[config.mk]
export PLATFORM = sky130hd
export DESIGN_NAME = rr_response_router_flat
export DESIGN_NICKNAME = d
export VERILOG_FILES = /design/src/rtl/rr_response_router_if.sv /design/src/rtl/rr_response_router.sv /design/src/flat_wrapper.sv
export SDC_FILE = /design/constraint.sdc
export NUM_CORES = 1
export LEC_CHECK = 0
export ABC_AREA = 0
export CELL_PAD_IN_SITES_DETAIL_PLACEMENT = 1
export CELL_PAD_IN_SITES_GLOBAL_PLACEMENT = 2
export CORE_MARGIN = 3
export CORE_UTILIZATION = 21
export DETAILED_ROUTE_END_ITERATION = 6
export PLACE_DENSITY_LB_ADDON = 0.1
export RECOVER_POWER = 25
export SLEW_MARGIN = 20
export SYNTH_ARGS = -nofsm -noshare
export SYNTH_HDL_FRONTEND = slang
export SYNTH_SLANG_ARGS = --single-unit
[constraint.sdc]
create_clock -name clk -period 0.8 [get_ports clk]
set_clock_uncertainty 0.05 [all_clocks]
set_input_delay 0.12 -clock clk [delete_from_list [all_inputs] [get_ports clk]]
set_output_delay 0.12 -clock clk [all_outputs]
set_load 0.005 [all_outputs]
[src/rtl/rr_response_router_if.sv]
// Grant/read-data inputs and per-consumer response outputs of the response router.
interface rr_response_router_if #(
  parameter int VALUE_WIDTH = 8,
  parameter int NCONSUMERS  = 2,
  parameter int NKERNELS    = 1
);
  localparam int CID_WIDTH = (NCONSUMERS > 1) ? $clog2(NCONSUMERS) : 1;

  logic [NKERNELS-1:0]    grant_valid;
  logic [NKERNELS-1:0]    grant_read;
  logic [CID_WIDTH-1:0]   grant_consumer [NKERNELS];
  logic [VALUE_WIDTH-1:0] plm_rdata      [NKERNELS];
  logic [NCONSUMERS-1:0]  resp_valid;
  logic [VALUE_WIDTH-1:0] resp_data      [NCONSUMERS];
  logic                   route_error;

  modport master (
    output grant_valid, grant_read, grant_consumer, plm_rdata,
    input  resp_valid, resp_data, route_error
  );

  modport slave (
    input  grant_valid, grant_read, grant_consumer, plm_rdata,
    output resp_valid, resp_data, route_error
  );
endinterface

[src/rtl/rr_response_router.sv]
// Carries consumer tags alongside PLM read latency per kernel and steers read data
// back to the issuing consumer through one registered response port each.
module rr_response_router #(
  parameter int VALUE_WIDTH = 8,
  parameter int NCONSUMERS  = 2,
  parameter int NBANKS      = 1,
  parameter int NPORTS      = 1,
  parameter int PLM_LATENCY = 1
) (
  input  logic              clk,
  input  logic              reset,
  rr_response_router_if.slave bus
);
  localparam int NKERNELS  = NBANKS * NPORTS;
  localparam int CID_WIDTH = (NCONSUMERS > 1) ? $clog2(NCONSUMERS) : 1;
  localparam int LAST      = PLM_LATENCY - 1;

  if (NPORTS < 1 || NPORTS > 2) begin : g_bad_nports
    $fatal(1, "rr_response_router: NPORTS must be 1 or 2");
  end
  if (PLM_LATENCY < 1) begin : g_bad_latency
    $fatal(1, "rr_response_router: PLM_LATENCY must be >= 1");
  end

  logic [NKERNELS-1:0][PLM_LATENCY-1:0]                vld_pipe_q;
  logic [NKERNELS-1:0][PLM_LATENCY-1:0][CID_WIDTH-1:0] cid_pipe_q;

  logic [NCONSUMERS-1:0]                  resp_valid_q, resp_valid_d;
  logic [NCONSUMERS-1:0][VALUE_WIDTH-1:0] resp_data_q,  resp_data_d;
  logic                                   err_q, err_d;

  // Last-stage tags are aligned with plm_rdata; lowest kernel index wins a consumer.
  always_comb begin
    resp_valid_d = '0;
    resp_data_d  = '0;
    err_d        = 1'b0;
    for (int k = 0; k < NKERNELS; k++) begin
      if (vld_pipe_q[k][LAST]) begin
        if (int'(cid_pipe_q[k][LAST]) >= NCONSUMERS) begin
          err_d = 1'b1;
        end else begin
          for (int c = 0; c < NCONSUMERS; c++) begin
            if (cid_pipe_q[k][LAST] == CID_WIDTH'(c)) begin
              if (resp_valid_d[c]) begin
                err_d = 1'b1;
              end else begin
                resp_valid_d[c] = 1'b1;
                resp_data_d[c]  = bus.plm_rdata[k];
              end
            end
          end
        end
      end
    end
  end

  always_ff @(posedge clk) begin
    if (reset) begin
      vld_pipe_q   <= '0;
      cid_pipe_q   <= '0;
      resp_valid_q <= '0;
      resp_data_q  <= '0;
      err_q        <= 1'b0;
    end else begin
      for (int k = 0; k < NKERNELS; k++) begin
        vld_pipe_q[k][0] <= bus.grant_valid[k] & bus.grant_read[k];
        cid_pipe_q[k][0] <= bus.grant_consumer[k];
        for (int s = 1; s < PLM_LATENCY; s++) begin
          vld_pipe_q[k][s] <= vld_pipe_q[k][s-1];
          cid_pipe_q[k][s] <= cid_pipe_q[k][s-1];
        end
      end
      resp_valid_q <= resp_valid_d;
      resp_data_q  <= resp_data_d;
      err_q        <= err_q | err_d;
    end
  end

  assign bus.resp_valid  = resp_valid_q;
  assign bus.route_error = err_q;

  for (genvar c = 0; c < NCONSUMERS; c++) begin : g_resp
    assign bus.resp_data[c] = resp_data_q[c];
  end
endmodule

[src/flat_wrapper.sv]
// flat-port wrapper written by rule: the top's interface ports become plain ports
module rr_response_router_flat 
#(
  parameter int VALUE_WIDTH = 8,
  parameter int NCONSUMERS  = 2,
  parameter int NBANKS      = 1,
  parameter int NPORTS      = 1,
  parameter int PLM_LATENCY = 1
)
  (clk, reset, bus_grant_valid, bus_grant_read, bus_grant_consumer, bus_plm_rdata, bus_resp_valid, bus_resp_data, bus_route_error);
  rr_response_router_if #(.VALUE_WIDTH(VALUE_WIDTH), .NCONSUMERS(NCONSUMERS), .NKERNELS(1)) bus_i ();
  input  logic clk;
  input  logic reset;
  input wire logic [$bits(bus_i.grant_valid)-1:0] bus_grant_valid;
  input wire logic [$bits(bus_i.grant_read)-1:0] bus_grant_read;
  input wire logic [$bits(bus_i.grant_consumer)-1:0] bus_grant_consumer;
  input wire logic [$bits(bus_i.plm_rdata)-1:0] bus_plm_rdata;
  output wire logic [$bits(bus_i.resp_valid)-1:0] bus_resp_valid;
  output wire logic [$bits(bus_i.resp_data)-1:0] bus_resp_data;
  output wire logic [$bits(bus_i.route_error)-1:0] bus_route_error;
  assign bus_i.grant_valid = bus_grant_valid;
  assign bus_i.grant_read = bus_grant_read;
  assign bus_i.grant_consumer = {>>{bus_grant_consumer}};
  assign bus_i.plm_rdata = {>>{bus_plm_rdata}};
  assign bus_resp_valid = bus_i.resp_valid;
  assign bus_resp_data = {>>{bus_i.resp_data}};
  assign bus_route_error = bus_i.route_error;
  rr_response_router #(.VALUE_WIDTH(VALUE_WIDTH), .NCONSUMERS(NCONSUMERS), .NBANKS(NBANKS), .NPORTS(NPORTS), .PLM_LATENCY(PLM_LATENCY)) u_core (.clk(clk), .reset(reset), .bus(bus_i));
endmodule
==> impl_metrics.ini <==
[run_status]
status = finished, violations left
violations = setup timing

[clock_tree]
clock_sinks = 20
h-tree-depth = 1
cts_tree = yes
clock_latency_ns = 0.29
cts_made_buffers = 3
cts_hold_buffers = 0
cts_buffer_depth = 2
clk_pin_slew_ns = 0.11
root_buffer = clkbuf_4

[floorplan]
fp.coreArea_mm2 = 0.00288
fp.dieArea_mm2 = 0.00384
ios = 32
die_h_um = 61.9
fp.dieW_um = 61.9
rows = 19
start_util_pct = 22.8

[grt]
overflow = 0
antenna_found_initial = 0
grt_pass1_wl_um = 2040
grt_use_total_pct = 7.52
grt_max_degree = 19
grt_pass1_vias = 454

[synthesis]
synth_flop_cell = dfxtp_1
synth_top_area_share_pct = 61.0
synthesis.nets = 59
yosysUniqueCellTypes = 10
synth_area_um2 = 657
yosys.area.top_type = dfxtp_1
yosysMostFrequentCell = dfxtp_1
avgSynthCellArea_um2 = 14.3
netlist_instances = 46
ys_seq_area_share_pct = 61.0
synth-seq-cells = 20
ys_warn_count = 0
synth_edf_count = 0
synthTopCellsByCount = dfxtp_1, and4b_1, and4bb_2
async_reset_ff_share_pct = 0
yosys-top-cells-area = dfxtp_1, and4bb_2, and4b_1

[place]
gp_congestion = 0.559
port_buffers = 30

[worst_setup_path]
worst-setup-path-type = register to output pin
critPathMaxFanout = 1
worstPathCellList = buf_2
regToRegSetupSlack_ns = -0.07
cp.required_ns = 0.63
cp_num_buf_inv = 1
cpMaxStageDelayCell = dfxtp_2
timing.critical_path.to_type = output pin
cp-start-kind = register
slowest_delay_ns = 0.33
crit_arrival_ns = 0.74
critPathTopFamily = flip-flops

[detailed_routing]
drt_iter0_drc = 2
drt-pass1-iter-count = 2
routed_via_density = 4.02
routed_wl_um = 1520
drtAntennaViolNets = 0
vias = 494
avgRoutedWirePerCell_um = 12.4
drc = 0

[sta]
max_clock_freq_mhz = 1100
period_share_pct = 113
rsz0062_at_grt = true
hold_violations = 0
period_minus_slack_ns = 0.908
maxSlewViolCount = 0
setup-tns-final_ns = -2.07
setup_viol = 28
worst_slack_ns = -0.108

[finish]
final_nets = 96
diodes = 0
drive_gt1_share_pct = 51.9
utilization_pct = 34.4
area_growth_pct = 50.7
fillers = 319

[flow_run]
drv_cap = 0

[pwr]
power_leakage_nw = 0.466
peakVddDrop_uv = 514
power_mw = 1.64
power-per-cell-area_mw_per_mm2 = 1650

[worst_hold_path]
min_path_type = primary input to register
worst paths after layout:
check	from	endpoint	cells after the start
max	u_core.bus.resp_data[12]	bus_resp_data[12]	1
min	bus_grant_consumer	u_core.cid_pipe_q	2
max reg2reg	u_core.cid_pipe_q	u_core.bus.resp_data[1]	2
min reg2reg	u_core.cid_pipe_q	u_core.bus.resp_valid[0]	2
flip-flops by register name, indices dropped and copies added (netlist names):
| register | flops |
|---|---|
| u_core.vld_pipe_q | 1 |
| u_core.cid_pipe_q | 1 |
| u_core.bus.resp_valid | 2 |
| u_core.bus.resp_data | 16 |
worst register-to-register path: stages, from the launching register on:
cell and delay (ns):
dfxtp_4 0.39, buf_6 0.14, and4b_1 0.19
final cells by class:
class                           instances  area (um2)  area share (%)
Tap cell                               42        52.6            5.31
Sequential cell                        20         413            41.7
Clock buffer                            3        22.5            2.28
Timing Repair Buffer                   37         282            28.4
Multi-Input combinational cell         21         220            22.3
power by group:
group / leakage [nW] / switching [mW] / total (mW) / internal (mW)
sequential: 0.165 / 0.0140 / 1.02 / 1.01
clock: 0.0138 / 0.291 / 0.466 / 0.175
combinational: 0.287 / 0.0466 / 0.150 / 0.103
metal layers:
metal	vias to the layer above	global-route usage, %	routed length, um
li1	246	-	-
met1	227	9.13	705
met2	21	11.8	689
met3	0	2.69	126
met4	0	3.64	0
met5	-	0	0
cell families (layout without fill, tap and decap cells):
family | count (synthesis) | after routing | share of synthesized area, %
simple gates | 20 | 20 | 33.0
other cells | 1 | 1 | 0.571
buf+inv | 5 | 40 | 5.52
flops | 20 | 20 | 61.0
cells in the final DEF (no fill, tap or decap):
cell,n
conb_1,1
dfxtp_4,2
buf_6,5
and4b_1,8
nor2b_1,1
clkbuf_1,1
buf_4,3
dfxtp_2,4
and3b_1,2
dfxtp_1,14
buf_2,16
clkdlybuf4s50_1,11
and4bb_2,8
nor3b_2,1
dlygate4sd2_1,1
clkbuf_4,3
metrics by stage:
stage          setup slack [ns]  hold WS (ns)  instance area (um2)  instances
2_1_floorplan           0.00490         0.198                  662         46
3_3_place_gp             -0.394         0.569                  997        116
3_5_place_dp             -0.409         0.577                  997        116
4_1_cts                  -0.121         0.320                  953        121
5_1_grt                  -0.154         0.318                  990        123
6_report                 -0.108         0.325                  990        123
repair_timing:
item / in CTS / in global routing
gates cloned: 1 / 0
buffers inserted: 1 / 2
setup endpoints to repair: 36 / 27
gates resized for setup: 79 / 8
pin swaps: 1 / 8
hold endpoints to repair: 0 / 0
Power figures use the tool's default switching activity.
